### src/rtl/cache_line_fill.sv
// Instruction-cache line-fill buffer: gathers WORDS_PER_LINE words (critical-word-first wrap) into one line.
// Optional critical-word forwarding is compiled in when FILL_CRIT_FWD_EN is defined.
module cache_line_fill #(
  parameter  int WORD_W         = 32,
  parameter  int WORDS_PER_LINE = 4,
  parameter  int ADDR_W         = 32,
  localparam int OFF_W          = $clog2(WORDS_PER_LINE),
  localparam int LINE_W         = WORD_W * WORDS_PER_LINE
) (
  input  logic                      i_clk,
  input  logic                      i_clr_n,
  input  logic                      i_start,
  input  logic [ADDR_W-1:0]         i_start_addr,
  input  logic [OFF_W-1:0]          i_start_offset,
  input  logic                      i_abort,
  input  logic [WORD_W-1:0]         i_word_data,
  input  logic                      i_word_valid,
  output logic                      o_word_ready,
  output logic                      o_busy,
  output logic [WORDS_PER_LINE-1:0] o_word_mask,
  output logic [LINE_W-1:0]         o_line_data,
  output logic [ADDR_W-1:0]         o_line_addr,
  output logic                      o_line_valid,
  input  logic                      i_line_ready,
  output logic                      o_crit_valid,
  output logic [WORD_W-1:0]         o_crit_data,
  output logic [1:0]                o_dbg_state
);

  localparam int CNT_W = OFF_W + 1;

  // Handshakes: a word moves when i_word_valid && o_word_ready on one rising edge;
  // a line moves when o_line_valid && i_line_ready. Ready/valid outputs decode from state only.
  typedef enum logic [1:0] {
    S_IDLE = 2'd0,
    S_FILL = 2'd1,
    S_DONE = 2'd2
  } state_t;

  state_t                  r_state;
  state_t                  w_next;
  logic [LINE_W-1:0]       r_line_data;
  logic [ADDR_W-1:0]       r_line_addr;
  logic [WORDS_PER_LINE-1:0] r_word_mask;
  logic [OFF_W-1:0]        r_ptr;
  logic [CNT_W-1:0]        r_count;
  logic                    w_in_fill;
  logic                    w_abort;
  logic                    w_xfer;
  logic                    w_last;

  // Abort wins over a same-cycle word, so the word is simply not a transfer.
  assign w_in_fill = (r_state == S_FILL);
  assign w_abort   = i_abort && w_in_fill;
  assign w_xfer    = i_word_valid && w_in_fill && !i_abort;
  assign w_last    = w_xfer && (r_count == CNT_W'(WORDS_PER_LINE - 1));

  always_ff @(posedge i_clk) begin
    if (!i_clr_n) r_state <= S_IDLE;
    else          r_state <= w_next;
  end

  always_comb begin
    w_next = r_state;
    case (r_state)
      S_IDLE: if (i_start) w_next = S_FILL;
      S_FILL: begin
        if (w_abort)     w_next = S_IDLE;
        else if (w_last) w_next = S_DONE;
      end
      S_DONE: if (i_line_ready) w_next = S_IDLE;
      default: w_next = S_IDLE;
    endcase
  end

  always_ff @(posedge i_clk) begin
    if (!i_clr_n) begin
      r_line_data <= '0;
      r_line_addr <= '0;
      r_word_mask <= '0;
      r_ptr       <= '0;
      r_count     <= '0;
    end else begin
      if ((r_state == S_IDLE) && i_start) begin
        r_line_addr <= i_start_addr;
        r_ptr       <= i_start_offset;
        r_word_mask <= '0;
        r_count     <= '0;
      end
      if (w_abort) begin
        r_word_mask <= '0;
      end else if (w_xfer) begin
        // Word k lives at the MSB end for k=0; ptr wraps naturally at OFF_W bits.
        for (int k = 0; k < WORDS_PER_LINE; k++) begin
          if (r_ptr == OFF_W'(k)) r_line_data[LINE_W-1-k*WORD_W -: WORD_W] <= i_word_data;
        end
        r_word_mask[r_ptr] <= 1'b1;
        r_ptr              <= r_ptr + OFF_W'(1);
        r_count            <= r_count + CNT_W'(1);
      end
    end
  end

`ifdef FILL_CRIT_FWD_EN
  logic              r_crit_valid;
  logic [WORD_W-1:0] r_crit_data;

  // First accepted word of a fill is the critical one; pulse for one cycle.
  always_ff @(posedge i_clk) begin
    if (!i_clr_n) begin
      r_crit_valid <= 1'b0;
      r_crit_data  <= '0;
    end else begin
      r_crit_valid <= 1'b0;
      if (w_xfer && (r_count == '0)) begin
        r_crit_valid <= 1'b1;
        r_crit_data  <= i_word_data;
      end
    end
  end

  assign o_crit_valid = r_crit_valid;
  assign o_crit_data  = r_crit_data;
`else
  assign o_crit_valid = 1'b0;
  assign o_crit_data  = '0;
`endif

  assign o_word_ready = (r_state == S_FILL);
  assign o_busy       = (r_state != S_IDLE);
  assign o_line_valid = (r_state == S_DONE);
  assign o_word_mask  = r_word_mask;
  assign o_line_data  = r_line_data;
  assign o_line_addr  = r_line_addr;
  assign o_dbg_state  = r_state;

endmodule

### config.mk
export PLATFORM = sky130hd
export DESIGN_NAME = cache_line_fill
export DESIGN_NICKNAME = d
export VERILOG_FILES = /design/src/rtl/cache_line_fill.sv
export SDC_FILE = /design/constraint.sdc
export NUM_CORES = 1
export LEC_CHECK = 0
export ABC_AREA = 0
export CAP_MARGIN = 20
export CORE_AREA = 2 2 152 154
export CTS_CLUSTER_SIZE = 10
export DETAILED_ROUTE_END_ITERATION = 8
export DIE_AREA = 0 0 154 156
export PLACE_DENSITY = 0.6
export SYNTH_ARGS = -nofsm -noshare
export SYNTH_HDL_FRONTEND = slang
export SYNTH_SLANG_ARGS = --single-unit
### constraint.sdc
create_clock -name i_clk -period 1.9 [get_ports i_clk]
set_input_delay 0.38 -clock i_clk [delete_from_list [all_inputs] [get_ports i_clk]]
set_output_delay 0.38 -clock i_clk [all_outputs]
set_load 0.02 [all_outputs]
==> results.ini, run 1 <==
[status]
status=finished, final reports clean

[pwr]
leakage_nw=4.60
combPwrFrac=0.100
power_frac_seq=0.469
p_sw_frac=0.267
p_sw_mw=2.09
vdd_drop_max_mv=0.499
powerDensity_nw_per_um2=791
total_power_mw=7.86
power_frac_clock=0.431
p_int_mw=5.76

[worst_setup_path]
cpMaxStageDelayCell=dfxtp_1
critPathTopFamily=buffers and inverters
critPathLaunchType=flop
path_buf_inv=2
endpoint_kind=output port
slowest_delay_ps=310
worstPathCellList=buf_4 -> or2_2 -> clkdlybuf4s15_1
worst-path-max-fanout=8
critPathKind=reg2out
worstPathRequired_ps=1520
reg2reg_slack_ps=230
arrival_ps=1430
startpoint=o_dbg_state[0]
reg2reg_from=o_dbg_state[1]

[global_route]
busiest_layer=met2
grt_max_degree=62
grt_util_met1=0.187
gr-usage-all-layers=0.149
grt_pass1_vias=5166
antenna_found_initial=0
grt_use_met3=0.0678
grt-ovfl-total=0
grt_pass1_wl_um=28300
use_met2=0.236

[timing]
worst_slew_pin_slew_ps=501
period_share=0.954
hold_viol=0
rsz0062_at_grt=false
fin_ws_ps=87.0
relSlewSlack=0.666
drv_slew=0
min_period_ps=1810
clock_skew_ps=11.3
fmax_mhz=552
setup_viol=0

[routing]
drt_wl_total_um=18000
post-route-drc-count=0
antenna_violating_nets_post_route=0
num_vias=5274
drt_iter0_markers=206
firstDrtPassIters=4
avgViaCountPerCell=4.29
avgRoutedWirePerCell_um=14.6

[synthesis]
yosysTopAreaCell=dfxtp_1
synth_most_common_cell=nand2_1
netlist.area_leader.share=0.519
syn_area_um2=6600
synth_area_leaders=dfxtp_1, mux2i_1, nand2_1
synthArstFlopShare=0
yosys_warnings=0
avgSynthCellArea_um2=9.62
synth-edff-count=0
ys_types=30
synth_cells=686
ys_seq_elements=171
yosysSeqAreaShare=0.519
ys.flop_type=dfxtp_1
synth_common_cells=nand2_1, dfxtp_1, mux2i_1, a21oi_1, buf_4

[clocking]
cts-resized-gates=4
cts-root-buf=clkbuf_16
worst_skew_pair.late_latency_ps=420
post_cts_buffers=0
hold_buffers=0
cts_max_level=4
clk_transition_reported_paths_ps=70
cts_tree=built
cts_inserted_buffers=17
clock_sinks=171
clock_path_buffers=2

[hold_path]
hold_start=i_clr_n
hold_class=in2reg

[placed_design]
io_buffers=240
hpwl_um=12800
pre_cts_slack_ps=-153
routabilityCongestion=0.746

[die]
io_pins=274
core_um2=22400
rows=55
initial_core_util=0.295
die_area_um2=24000
die-height_um=156
fp.dieW_um=154

[final_layout]
finalNetCount=1009
final_layout_size_suffix_gt1_frac=0.0742
antennaDiodeCount=0
areaGrowthSynthToFinish_pct=50.6

[run]
max-cap-violations=0

-- logic make-up after synthesis --
logic type / share of synthesized area
AND/OR/NAND/NOR: 0.153
multiplexers: 0.196
other: 0.000568
flip-flops: 0.519
AO/OA/AOI/OAI: 0.0385
buffers and inverters: 0.0815
adder cells (fa/ha/maj): 0.0114
-- layer usage --
| metal | share of wire | vias up |
|---|---|---|
| met5 | 0 | - |
| met4 | 0.010 | 0 |
| met3 | 0.087 | 14 |
| li1 | - | 2665 |
| met2 | 0.45 | 175 |
| met1 | 0.46 | 2420 |
-- cell usage in the layout (no fill, tap or decap), drive strengths merged --
cell	instances
or3	1
nor3	1
dlygate4sd2	3
nand3	1
clkbuf	17
buf	32
o21ai	3
conb	33
a21oi	40
nor2b	2
a22oi	1
o32ai	1
nor3b	1
ha	6
a211oi	2
clkinvlp	1
clkdlybuf4s50	235
clkdlybuf4s15	1
dfxtp	171
or2	1
and4bb	1
inv	11
or3b	1
a21o	1
nand4bb	1
mux2i	129
and3b	1
nand2	237
nor2	1
clkinv	8
-- registers in the layout, indices dropped and copies added (netlist names) --
| signal | flops |
|---|---|
| o_line_data | 128 |
| o_line_addr | 32 |
| o_word_mask | 4 |
| r_count | 3 |
| o_dbg_state | 2 |
| r_ptr | 2 |
-- final cells by class --
cell class | count | area [um2]
Clock inverter | 15 | 155
Tap cell | 285 | 357
Sequential cell | 171 | 3420
Multi-Input combinational cell | 465 | 2760
Inverter | 5 | 18.8
Clock buffer | 17 | 425
Fill cell | 2172 | 12400
Timing Repair Buffer | 271 | 2790
-- power groups by stage --
stage	clock, mW	combinational, mW	sequential [mW]
4_1_cts	3.53	0.794	3.69
2_1_floorplan	0	0.368	3.85
3_3_place_gp	0	0.794	3.77
6_report	3.39	0.784	3.69
3_5_place_dp	0	0.793	3.77
5_1_grt	3.69	0.849	3.70
-- worst min-delay path, cell delays in order --
cell,delay [ps]
buf_4,180
o21ai_0,90
a21oi_1,40
-- final timing paths --
path                           to  depth (start not counted)
hold reg to reg   o_line_addr[23]                          2
setup / recovery           o_busy                          3
hold / removal           r_ptr[1]                          3
setup reg to reg  o_line_data[13]                          5
-- per-stage QoR --
stage               utilization  hold slack (ps)  cells  area, um2  setup TNS [ps]
CTS                       0.444              295   1229       9930               0
finish                    0.444              321   1229       9930               0
global placement          0.418              441   1197       9360          -16630
global route              0.444              302   1229       9930               0
detailed placement        0.418              446   1197       9360          -17130
floorplan                     -              449    718       6720               0
No activity file was read; power rests on OpenSTA's default activity.
==> inputs of run 2 (changes only) <==
Settings changed: CORE_AREA 2 2 152 154 to 2 2 129 181, DIE_AREA 0 0 154 156 to 0 0 131 183.
==> results.ini, run 2 (synthesized netlist as in run 1, its figures left out) <==
[timing]
fmax_mhz=550  ; was 552 MHz
drv_slew=0  ; unchanged
min_period_ps=1820  ; was 1810 ps
setup_viol=0  ; unchanged
period_share=0.956  ; was 0.954
clock_skew_ps=11.9  ; was 11.3 ps
hold-worst-slack_ps=327  ; was 321 ps
rsz0062_at_grt=false  ; unchanged
hold_viol=0  ; unchanged

[worst_setup_path]
critPathTopFamily=buffers and inverters  ; unchanged
worstPathCellList=clkdlybuf4s50_1  ; was buf_4 -> or2_2 -> clkdlybuf4s15_1
critPathLaunchType=flop  ; unchanged
endpoint_kind=output port  ; unchanged
arrival_ps=1440  ; was 1430 ps
worstPathRequired_ps=1520  ; about the same
slowest_delay_ps=660  ; was 310 ps
worst-path-max-fanout=2  ; was 8
path_buf_inv=1  ; was 2
critPathKind=reg2out  ; unchanged
cpMaxStageDelayCell=clkdlybuf4s50_1  ; was dfxtp_1

[routing]
avgViaCountPerCell=4.30  ; was 4.29
drt_wl_total_um=18400  ; was 18000 um
avgRoutedWirePerCell_um=14.8  ; was 14.6 um
antenna_violating_nets_post_route=0  ; unchanged
drt_iter0_markers=152  ; was 206
post-route-drc-count=0  ; unchanged
firstDrtPassIters=4  ; unchanged
num_vias=5331  ; was 5274

[die]
fp.dieW_um=131  ; was 154 um
initial_core_util=0.295  ; unchanged
die-height_um=183  ; was 156 um
io_pins=274  ; unchanged
rows=65  ; was 55
die_area_um2=24000  ; about the same
core_um2=22400  ; unchanged

[clocking]
cts-root-buf=clkbuf_16  ; unchanged
clock_sinks=171  ; unchanged
clock_path_buffers=2  ; unchanged
clk_transition_reported_paths_ps=70  ; about the same
cts_inserted_buffers=17  ; unchanged
worst_skew_pair.late_latency_ps=440  ; was 420 ps
cts_tree=built  ; unchanged
cts_max_level=4  ; unchanged
post_cts_buffers=0  ; unchanged

[placed_design]
routabilityCongestion=0.729  ; was 0.746
dp_cells=1209  ; was 1197
placed_cell_area_um2=9350  ; was 9360 um2
io_buffers=240  ; unchanged
hpwl_um=13300  ; was 12800 um

[final_layout]
final_common_cell=clkdlybuf4s50_1  ; unchanged
fin_area_um2=9950  ; was 9930 um2
final_layout_size_suffix_gt1_frac=0.0734  ; was 0.0742
largest_reg_flops=128  ; unchanged
antennaDiodeCount=0  ; unchanged
areaGrowthSynthToFinish_pct=50.8  ; was 50.6%
layout_common_cells=clkdlybuf4s50_1, nand2_1, dfxtp_1, mux2i_1, a21oi_1  ; unchanged
fillers=2193  ; was 2172
finalNetCount=1005  ; was 1009
instances_no_fill=1241  ; was 1229
utilization=0.445  ; was 0.444

[hold_path]
hold_class=in2reg  ; unchanged

[global_route]
gr-usage-all-layers=0.154  ; was 0.149
grt_max_degree=66  ; was 62
grt_pass1_vias=5175  ; was 5166
grt-ovfl-total=0  ; unchanged
grt_pass1_wl_um=28300  ; about the same
antenna_found_initial=0  ; unchanged

[pwr]
total_power_mw=8.00  ; was 7.86 mW
leakage_nw=4.60  ; about the same
vdd_drop_max_mv=0.621  ; was 0.499 mV
powerDensity_nw_per_um2=804  ; was 791 nW/um2

[status]
status=finished, final reports clean  ; unchanged

[run]
max-cap-violations=0  ; unchanged

==> run 2: through the flow <==
stage	TNS, ps	setup WS [ps]
floorplan	0	445
global placement	0	9.64
detailed placement	-68.4	-13.8
CTS	0	12.1
global route	0	22.3
finish	0	82.9
==> run 2: layout make-up <==
class	count	area [um2]	share of cell area
clock inverter	15	179	0.0180
inverter	5	18.8	0.00189
clock buffer	17	425	0.0428
multi-input combinational	465	2760	0.278
sequential	171	3430	0.344
tap	301	377	0.0379
timing repair buffer	267	2760	0.277
==> run 2: tightest hold or removal path: cells and delay by family <==
| kind | cells | cell delay (ps) |
|---|---|---|
| buffers and inverters | 1 | 190 |
| AND/OR/NAND/NOR | 1 | 90 |
| multiplexers | 1 | 60 |
==> run 2: routing by layer <==
layer / GRT usage / routed length [um]
met1: 0.164 / 7050
met2: 0.280 / 9720
met3: 0.0452 / 1080
met4: 0.0630 / 518
met5: 0 / 0
==> run 2: final timing paths <==
kind | from | end | slack, ps | cells past startpoint
max | o_line_data[33] | o_line_data[33] | 80 | 1
min | i_clr_n | o_line_data[94] | 330 | 3
max reg2reg | o_dbg_state[1] | o_line_data[27] | 500 | 5
min reg2reg | o_line_addr[22] | o_line_addr[22] | 450 | 2
==> run 2: repair_timing <==
item                                   4_1_cts  5_1_grt
resized for setup                            6        3
hold buffers                                 0        0
setup endpoints to repair                    5        2
gates cloned                                 0        0
endpoints found under the hold margin        0        0
==> run 2: power breakdown <==
part           internal [mW]  switching [mW]  total (mW)
clock network           1.88            1.65        3.53
logic                  0.356           0.419       0.775
registers               3.65          0.0387        3.69
